<file path="src/rtl/spi_target.sv">
// SPI mode-0 target with a memory-mapped register front end.
// Serial inputs are synchronized into clk; SCLK edges are detected in the
// clk domain, received bytes are queued with their D/C flag in an RX FIFO,
// and a single TX byte register feeds MISO.
module spi_target #(
    parameter int         FIFO_DEPTH = 4,
    parameter logic [7:0] TX_IDLE    = 8'hFF
) (
    input  logic        clk,
    input  logic        reset_n,
    input  logic [31:0] address_in,
    input  logic        sel_in,
    input  logic        read_in,
    output logic [31:0] read_value_out,
    input  logic [3:0]  write_mask_in,
    input  logic [31:0] write_value_in,
    output logic        ready_out,
    input  logic        spi_sclk_in,
    input  logic        spi_mosi_in,
    input  logic        spi_cs_n_in,
    input  logic        spi_dc_in,
    output logic        spi_miso_out,
    output logic        spi_miso_en
);
    localparam int PW = $clog2(FIFO_DEPTH);
    localparam int CW = $clog2(FIFO_DEPTH) + 1;
    localparam logic [CW-1:0] FULL_CNT = CW'(FIFO_DEPTH);

    typedef enum logic {IDLE = 1'b0, ACTIVE = 1'b1} state_t;

    logic [1:0]    r_sclk_sync, r_mosi_sync, r_cs_sync, r_dc_sync;
    logic          r_sclk_prev;
    state_t        r_state, w_state_nxt;
    logic          w_start, w_stop, w_active_bit;
    logic [2:0]    r_bit_cnt;
    logic [7:0]    r_rx_sh, r_tx_sh, r_tx_byte;
    logic          r_tx_pending, r_push_vld, r_overrun;
    logic [8:0]    r_push_data;
    logic [8:0]    r_mem [FIFO_DEPTH];
    logic [PW-1:0] r_wr_ptr, r_rd_ptr;
    logic [CW-1:0] r_count;
    logic [31:0]   w_rdata;

    wire       w_sclk      = r_sclk_sync[1];
    wire       w_cs_n      = r_cs_sync[1];
    wire       w_rise      = w_sclk & ~r_sclk_prev;
    wire       w_fall      = ~w_sclk & r_sclk_prev;
    wire [1:0] w_reg       = address_in[3:2];
    wire       w_wr        = sel_in & ~read_in & write_mask_in[0];
    wire       w_empty     = (r_count == '0);
    wire       w_full      = (r_count == FULL_CNT);
    wire       w_pop       = sel_in & read_in & (w_reg == 2'd0) & ~w_empty;
    wire       w_push_ok   = r_push_vld & (~w_full | w_pop);
    wire       w_byte_done = w_active_bit & w_rise & (r_bit_cnt == 3'd7);
    // A new TX byte is taken at transfer start and at every byte boundary.
    wire       w_tx_load   = w_start | w_byte_done;

    wire w_unused = ^{address_in[31:4], address_in[1:0], write_mask_in[3:1],
                      write_value_in[31:8]};

    // Two-flop synchronizers, reset to bus-idle levels, plus SCLK history.
    always_ff @(posedge clk or negedge reset_n) begin
        if (!reset_n) begin
            r_sclk_sync <= 2'b00;
            r_mosi_sync <= 2'b00;
            r_cs_sync   <= 2'b11;
            r_dc_sync   <= 2'b00;
            r_sclk_prev <= 1'b0;
        end else begin
            r_sclk_sync <= {r_sclk_sync[0], spi_sclk_in};
            r_mosi_sync <= {r_mosi_sync[0], spi_mosi_in};
            r_cs_sync   <= {r_cs_sync[0], spi_cs_n_in};
            r_dc_sync   <= {r_dc_sync[0], spi_dc_in};
            r_sclk_prev <= r_sclk_sync[1];
        end
    end

    // FSM state register.
    always_ff @(posedge clk or negedge reset_n) begin
        if (!reset_n) r_state <= IDLE;
        else          r_state <= w_state_nxt;
    end

    // FSM next state: follows synchronized chip select.
    always_comb begin
        w_state_nxt = r_state;
        case (r_state)
            IDLE:    if (!w_cs_n) w_state_nxt = ACTIVE;
            ACTIVE:  if (w_cs_n)  w_state_nxt = IDLE;
            default: w_state_nxt = IDLE;
        endcase
    end

    // FSM outputs: transfer start/stop strobes and bit-accept qualifier.
    always_comb begin
        w_start      = (r_state == IDLE) && !w_cs_n;
        w_stop       = (r_state == ACTIVE) && w_cs_n;
        w_active_bit = (r_state == ACTIVE) && !w_cs_n;
    end

    // Shift engine: sample MOSI on rise, shift MISO on fall. The fall right
    // after a byte boundary is skipped so the freshly loaded MSB stays put.
    always_ff @(posedge clk or negedge reset_n) begin
        if (!reset_n) begin
            r_bit_cnt   <= '0;
            r_rx_sh     <= '0;
            r_tx_sh     <= '0;
            r_push_vld  <= 1'b0;
            r_push_data <= '0;
        end else begin
            r_push_vld <= w_byte_done;
            if (w_byte_done)
                r_push_data <= {r_dc_sync[1], r_rx_sh[6:0], r_mosi_sync[1]};
            if (w_tx_load)
                r_tx_sh <= r_tx_pending ? r_tx_byte : TX_IDLE;
            else if (w_active_bit && w_fall && r_bit_cnt != 3'd0)
                r_tx_sh <= {r_tx_sh[6:0], 1'b0};
            if (w_start || w_stop) begin
                r_bit_cnt <= '0;
            end else if (w_active_bit && w_rise) begin
                r_bit_cnt <= r_bit_cnt + 3'd1;
                r_rx_sh   <= {r_rx_sh[6:0], r_mosi_sync[1]};
            end
        end
    end

    // TX byte register; a fresh write beats a same-cycle consume.
    always_ff @(posedge clk or negedge reset_n) begin
        if (!reset_n) begin
            r_tx_byte    <= '0;
            r_tx_pending <= 1'b0;
        end else if (w_wr && w_reg == 2'd0) begin
            r_tx_byte    <= write_value_in[7:0];
            r_tx_pending <= 1'b1;
        end else if (w_tx_load) begin
            r_tx_pending <= 1'b0;
        end
    end

    // RX FIFO storage; no reset needed, occupancy lives in r_count.
    always_ff @(posedge clk) begin
        if (w_push_ok) r_mem[r_wr_ptr] <= r_push_data;
    end

    // RX FIFO pointers, count and sticky overrun (overrun beats clear).
    always_ff @(posedge clk or negedge reset_n) begin
        if (!reset_n) begin
            r_wr_ptr  <= '0;
            r_rd_ptr  <= '0;
            r_count   <= '0;
            r_overrun <= 1'b0;
        end else begin
            if (w_push_ok) r_wr_ptr <= r_wr_ptr + PW'(1);
            if (w_pop)     r_rd_ptr <= r_rd_ptr + PW'(1);
            if (w_push_ok && !w_pop)      r_count <= r_count + CW'(1);
            else if (!w_push_ok && w_pop) r_count <= r_count - CW'(1);
            if (r_push_vld && w_full && !w_pop)
                r_overrun <= 1'b1;
            else if (w_wr && w_reg == 2'd1 && write_value_in[2])
                r_overrun <= 1'b0;
        end
    end

    // Read mux; zero when not selected so several peripherals can be ORed.
    always_comb begin
        w_rdata = '0;
        if (sel_in) begin
            case (w_reg)
                2'd0: if (!w_empty) w_rdata[8:0] = r_mem[r_rd_ptr];
                2'd1: begin
                    w_rdata[0]    = ~w_empty;
                    w_rdata[1]    = w_full;
                    w_rdata[2]    = r_overrun;
                    w_rdata[3]    = ~w_cs_n;
                    w_rdata[4]    = r_tx_pending;
                    w_rdata[12:8] = 5'(r_count);
                end
                default: w_rdata = '0;
            endcase
        end
    end

    assign read_value_out = w_rdata;
    assign ready_out      = sel_in;
    assign spi_miso_en    = ~w_cs_n;
    assign spi_miso_out   = ~w_cs_n & r_tx_sh[7];
endmodule

</file>
<file path="config.mk">
export PLATFORM = sky130hd
export DESIGN_NAME = spi_target
export DESIGN_NICKNAME = d
export VERILOG_FILES = /design/src/rtl/spi_target.sv
export SDC_FILE = /design/constraint.sdc
export NUM_CORES = 1
export LEC_CHECK = 0
export CORE_ASPECT_RATIO = 0.8
export CORE_MARGIN = 1
export CORE_UTILIZATION = 43
export CTS_CLUSTER_DIAMETER = 150
export CTS_CLUSTER_SIZE = 16
export DETAILED_ROUTE_END_ITERATION = 8
export GPL_TIMING_DRIVEN = 0
export PLACE_DENSITY = 0.75
export RECOVER_POWER = 25
export SYNTH_ARGS = -nofsm -noshare
export SYNTH_HDL_FRONTEND = slang
export SYNTH_SLANG_ARGS = --single-unit
</file>
<file path="constraint.sdc">
create_clock -name clk -period 1.83 [get_ports clk]
set_input_delay 0.366 -clock clk [delete_from_list [all_inputs] [get_ports clk]]
set_output_delay 0.366 -clock clk [all_outputs]
set_load 0.02 [all_outputs]
</file>
==> impl_metrics.toml, run 1 <==
[sta]
finalCritPeriodShare = 1.17
max_slew_margin = -0.0977
skew_ns = 0.00720
fmax_mhz = 468
min_period_ns = 2.14
rsz0062_at_grt = "true"
setup_ws_ns = -0.306
setup_violations = 11
hold_viol = 0
drv_slew = 31
holdWs_ns = 0.348
worst_pin_slew_ns = 1.65

[yosys]
yosysSeqAreaShare = 0.607
synth-edff-count = 36
yosysMostFrequentCell = "dfrtp_1"
syn_avg_cell_area_um2 = 14.1
synth_top_cells_by_count = "dfrtp_1, edfxtp_1, nand2_1"
synth_top_area_frac = 0.327
synthTopCellsByArea = "dfrtp_1, edfxtp_1, buf_4"
synth_flop_cell = "dfrtp_1"
synth_cell_types = 42
yosysWarnings = 0
syn-cell-area_um2 = 4050
synth_top_area_cell = "dfrtp_1"
synth-seq-cells = 91
synthArstFlopShare = 0.604
netlist_instances = 287

[pwr]
comb_power_share = 0.203
seq_power_share = 0.455
p_clk_frac = 0.342
swShare = 0.254
netSwitchingPower_mw = 1.35
peakVddDrop_mv = 0.557
p_leak_nw = 2.30
power.internal_mw = 3.98
power_density_nw_per_um2 = 1030

[finish]
area_growth_syn_to_layout_pct = 27.7
final_cells = 484
drive_above_1_share = 0.344
nets = 451
diodes = 0
num-fill-cells = 727

[clocking]
cts.sinks = 91
hold_buffers = 0
clock_path_buffers = 2
cts_made_buffers = 9
clk_pin_slew_ns = 0.06
cts_htree_levels = 3
cts_tree = "yes"
clkLatencyLatePin_ns = 0.33
clockRootBuffer = "clkbuf_16"

[floorplanning]
core_um2 = 9110
dieHeight_um = 88.8
start_util = 0.445
fp.dieArea_um2 = 9820
chipWidth_um = 111
rows = 31
ios = 111

[routing]
detail_route.wl_per_cell_um = 15.4
routed_via_density = 4.90
m1WireLength_mm = 3.41
wl_met2_mm = 3.63
met3_length_um = 330
drc = 0
first_pass_iters = 4
top_layer = "met4"
wl_mm = 7.47
drt-initial-drc-count = 142
ant_nets = 0
vias = 2371

[worst_setup_path]
crit_required_ns = 1.46
start_kind = "flop"
arrival_ns = 1.77
critical_path_class = "flop to primary output"
cp_max_fo = 5
cp-end-kind = "primary output"

[global_routing]
grt_use_total = 0.163
grt_max_degree = 32
antenna_found_initial = 0
grt_pass1_wl_mm = 11.9
grt_pass1_vias = 2333
overflow = 0

[outcome]
status = "complete, but fails checks"
failed_checks = "capacitance limit, slew limit, setup timing"

[hold_path]
hold_path_class = "flop to flop"

[placed_design]
dp.cells = 455
dp_hpwl_mm = 4.86
portBuffers = 32
place_congestion = 0.789

[flow_run]
drv_cap = 1
==> critical path: stages (launching register included) <==
cell and delay [ns]:
dfrtp_2 0.41, buf_6 0.16, mux4_2 0.52, a22o_1 0.22
buf_6 0.14
==> cells by family (layout without fill, tap and decap cells) <==
group / count (synthesis) / after routing / synth area share
buffers and inverters: 49 / 111 / 0.0716
other: 1 / 21 / 0.000925
DFF: 91 / 91 / 0.607
adders and majority gates: 11 / 11 / 0.0358
AOI/OAI and AO/OA: 32 / 32 / 0.0630
xor gates and xnor gates: 7 / 7 / 0.0151
muxes: 30 / 30 / 0.106
and+or+nand+nor: 66 / 66 / 0.101
==> repair_timing <==
action	4_1_cts	5_1_grt
resized for setup	80	25
endpoints found under the hold margin	0	0
setup buffers	10	5
gates cloned	1	0
pin swaps	9	8
setup endpoints to repair	75	24
==> state kept, by name (all words and copies together) (netlist names), 2 cells and up <==
register	cells
r_mem	36
r_push_data	9
r_tx_byte	8
r_tx_sh	8
r_rx_sh	7
r_bit_cnt	3
r_count	3
r_cs_sync	2
r_dc_sync	2
r_mosi_sync	2
r_rd_ptr	2
r_sclk_sync	2
r_wr_ptr	2
==> metal layers <==
| layer | global-route usage | up-vias |
|---|---|---|
| li1 | - | 1136 |
| met1 | 0.205 | 1172 |
| met2 | 0.265 | 56 |
| met5 | 0 | - |
| met4 | 0.0764 | 0 |
| met3 | 0.0452 | 7 |
==> area by class of cell <==
class	count	area (um^2)	area share
multi-input cells	167	1490	0.288
clock buffers	13	287	0.0554
repair buffers	48	468	0.0904
inverters	17	70.1	0.0135
clock inverters	3	18.8	0.00363
well taps	115	144	0.0278
plain buffers	30	234	0.0452
flip-flops and latches	91	2460	0.476
==> stage by stage <==
step            util  cell area (um^2)  power, mW  TNS (ns)  worst slack [ns]
3_5_place_dp   0.510              4650       3.31    -32.84            -0.846
4_1_cts        0.555              5060       5.30     -2.63            -0.326
6_report       0.568              5170       5.33     -2.38            -0.306
5_1_grt        0.568              5170       5.58     -3.19            -0.363
3_3_place_gp   0.508              4630       3.28   -101.87             -1.51
2_1_floorplan      -              4170       3.04  -0.00967          -0.00967
==> power groups by stage <==
stage	combinational, mW	sequential (mW)	clock (mW)
after detailed placement	0.836	2.47	0
after global placement	0.813	2.47	0
after global routing	1.17	2.45	1.96
final	1.08	2.43	1.82
after CTS	1.02	2.42	1.86
after floorplan	0.607	2.43	0
==> worst paths after layout <==
check | endpoint | cells past startpoint | slack (ns) | startpoint
max | read_value_out[2] | 4 | -0.31 | r_rd_ptr[0]
min | r_dc_sync[1] | 0 | 0.35 | r_dc_sync[0]
max reg2reg | r_count[1] | 8 | -0.12 | r_count[1]
min reg2reg | r_dc_sync[1] | 0 | 0.35 | r_dc_sync[0]
max in group asynchronous | r_rx_sh[5] | 1 | 0.43 | reset_n
min in group asynchronous | r_tx_byte[6] | 1 | 0.45 | reset_n
==> cells in the final DEF, fill, tap and decap left out, types with 5 or more instances in the layout <==
cell type / n
a32oi_1: 7
mux2_2: 11
mux4_2: 7
nor2b_1: 5
dfrtp_1: 49
o21ai_0: 8
clkdlybuf4s50_1: 10
buf_6: 15
buf_4: 33
ha_1: 7
clkbuf_16: 11
nand2_1: 29
inv_1: 14
mux2_1: 6
conb_1: 21
mux2i_1: 5
edfxtp_1: 36
a311oi_2: 6
(Power assumes the default switching activity.)
==> run 2: changes to the inputs <==
Settings changed: ABC_AREA from default to 1, CORE_UTILIZATION 43 to 44, PLACE_DENSITY 0.75 to 0.77, RECOVER_POWER 25 to 100.
==> run 2 against run 1 <==
  * The run ends with setup timing left
  * Worst hold slack better by 0.0029 ns
  * Count of clock-buffer cells in the layout down 4
  * Sequential power down 2%
  * Critical path type unchanged
  * Critical endpoint is now read_value_out[0]
  * Largest cell class unchanged
==> impl_metrics.toml, run 2 <==
[finish]
area_growth_syn_to_layout_pct = 31.3
postLayoutCellArea_um2 = 5480
final_common_cell = "nand2_1"
num-fill-cells = 700
nets = 606
drive_above_1_share = 0.279
largest_register_ffs = 36
final_cell_mix = "nand2_1, inv_1, dfrtp_1"
finish.utilization = 0.601
top_register = "r_mem"
reg_top3 = "r_mem (36), r_push_data (9)"
regArea_um2 = 2460
diodes = 0
multi_input_area_um2 = 1510
final_cells = 639

[yosys]
synth_cell_types = 32
syn_avg_cell_area_um2 = 9.76
synthTopCellsByArea = "dfrtp_1, edfxtp_1, nand2_1"
synth_flop_cell = "dfrtp_1"
synth_top_cells_by_count = "nand2_1, inv_1, dfrtp_1"
yosysMostFrequentCell = "nand2_1"
synthArstFlopShare = 0.604
synth-seq-cells = 91
syn-cell-area_um2 = 4180
netlist_instances = 428
yosysWarnings = 0
synthAdderAreaFrac = 0.0348
synth_top_area_cell = "dfrtp_1"
yosys.area_share.simple = 0.194
synthMuxAreaShare = 0.00270
synth-edff-count = 36
synth_top_area_frac = 0.318
synth_top_family_by_area = "simple AND/OR/NAND/NOR gates"
yosysSeqAreaShare = 0.589
synth_compound_area_frac = 0.0602
synth-xor-area-share = 0.00839

[worst_setup_path]
cp_slowest_stage_delay_ns = 0.42
cp_max_fo = 6
worst_path_most_repeated_cell = "buf_6"
crit_chain = "buf_6, inv_8, buf_6, nand2_1, nand3_1, nand2_2, a21oi_2, buf_6"
r2r_cells = 8
critical_path_class = "flop to primary output"
worst_setup_path_startpoint = "r_rd_ptr[0]"
slowest_stage = "dfrtp_1"
start_kind = "flop"
ff2ff_setup_slack_ns = -0.10
crit_required_ns = 1.46
arrival_ns = 1.60
cp-endpoint = "read_value_out[0]"
r2r_start = "r_count[0]"
r2r_end = "r_count[1]"
cp-end-kind = "primary output"

[outcome]
failed_checks = "setup timing"
status = "complete, but fails checks"

[global_routing]
grt_pass1_wl_mm = 13.7
antenna_found_initial = 0
overflow = 0
grt_pass1_vias = 2873
grt_use_total = 0.181
grt_max_degree = 43

[clocking]
clkLatencyLatePin_ns = 0.34
clockRootBuffer = "clkbuf_16"
cts_tree = "yes"
cts_made_buffers = 9
clock_path_buffers = 2
cts_htree_levels = 3
clk_pin_slew_ns = 0.06
cts.sinks = 91

[routing]
wl_mm = 9.15
drt-initial-drc-count = 265
detail_route.wl_per_cell_um = 14.3
drc = 0
ant_nets = 0
vias = 3201
routed_via_density = 5.01
first_pass_iters = 5

[pwr]
comb_power_share = 0.293
power_density_nw_per_um2 = 1120
swShare = 0.300
power.internal_mw = 4.31
peakVddDrop_mv = 0.906
netSwitchingPower_mw = 1.85
seq_power_share = 0.386
p_leak_nw = 2.56
p_clk_frac = 0.321

[placed_design]
place_congestion = 0.812
dp_hpwl_mm = 5.51
portBuffers = 32
dp.cells = 596
postPlaceCellArea_um2 = 4750

[sta]
rsz0062_at_grt = "true"
hold_viol = 0
min_period_ns = 1.97
max_slew_margin = 0.445
skew_ns = 0.00675
drv_slew = 0
worst_pin_slew_ns = 0.832
finalCritPeriodShare = 1.08
setup_ws_ns = -0.141
fmax_mhz = 507
finalSetupTns_ns = -1.62
setup_violations = 31

[floorplanning]
rows = 31
start_util = 0.458
core_um2 = 9110
fp.dieArea_um2 = 9890
ios = 111
dieHeight_um = 89.1
chipWidth_um = 111

[flow_run]
drv_cap = 0

[hold_path]
hold_path_class = "flop to flop"
==> run 2: metal layers <==
metal  up-vias  part of all wire  global-route usage
li1       1508                 -                   -
met1      1529              0.42               0.229
met2       137              0.49               0.309
met3        27             0.060              0.0434
met4         0             0.028              0.0642
met5         -                 0                   0
==> run 2: how the worst min path moves through the flow <==
stage	start	endpoint	depth (start not counted)
global placement	r_mosi_sync[0]	r_mosi_sync[1]	0
floorplan	reset_n	r_bit_cnt[0]	0
finish	r_sclk_sync[0]	r_sclk_sync[1]	0
global route	r_mosi_sync[0]	r_mosi_sync[1]	0
CTS	r_sclk_sync[0]	r_sclk_sync[1]	0
detailed placement	reset_n	r_count[2]	1
==> run 2: power groups by stage <==
stage	Combinational (mW)	Sequential, mW	Clock, mW
floorplan	0.815	2.38	0
global placement	1.10	2.40	0
detailed placement	1.15	2.40	0
CTS	1.55	2.36	2.00
global route	1.96	2.39	2.08
finish	1.81	2.38	1.98
==> run 2: final cells by class <==
class	instances	share of cell area
Buffer	31	0.0472
Tap cell	115	0.0262
Inverter	60	0.0443
Timing Repair Buffer	60	0.0993
Sequential cell	91	0.449
Multi-Input combinational cell	266	0.275
Clock buffer	9	0.0411
Clock inverter	7	0.0180
==> run 2: worst max-delay path: cells and delay by family (launching register included) <==
kind            cells  cell delay, ns
compound gates      1            0.16
buf+inv             4            0.47
flops               1            0.42
simple gates        3            0.22
==> run 2: logic make-up (layout without fill, tap and decap cells) <==
logic type	after synthesis	after routing
DFF	91	91
xor gates and xnor gates	4	4
AOI/OAI and AO/OA	45	45
buffers and inverters	91	167
and+or+nand+nor	184	184
other	1	21
adders and majority gates	11	11
muxes	1	1
==> run 2: stage by stage <==
stage          worst slack (ns)  power, mW  hold WS (ns)
6_report                 -0.141       6.17         0.350
5_1_grt                  -0.243       6.42         0.356
4_1_cts                  -0.110       5.91         0.354
3_5_place_dp             -0.827       3.55         0.301
3_3_place_gp              -1.22       3.50         0.333
2_1_floorplan           -0.0461       3.19        0.0704
==> run 2: what timing repair did <==
action,in CTS,in global routing
pin swaps,14,18
gates cloned,2,0
hold endpoints to repair,13,0
hold buffers,1,0
gates resized for setup,97,41
buffers inserted,13,11
setup endpoints to repair,51,23
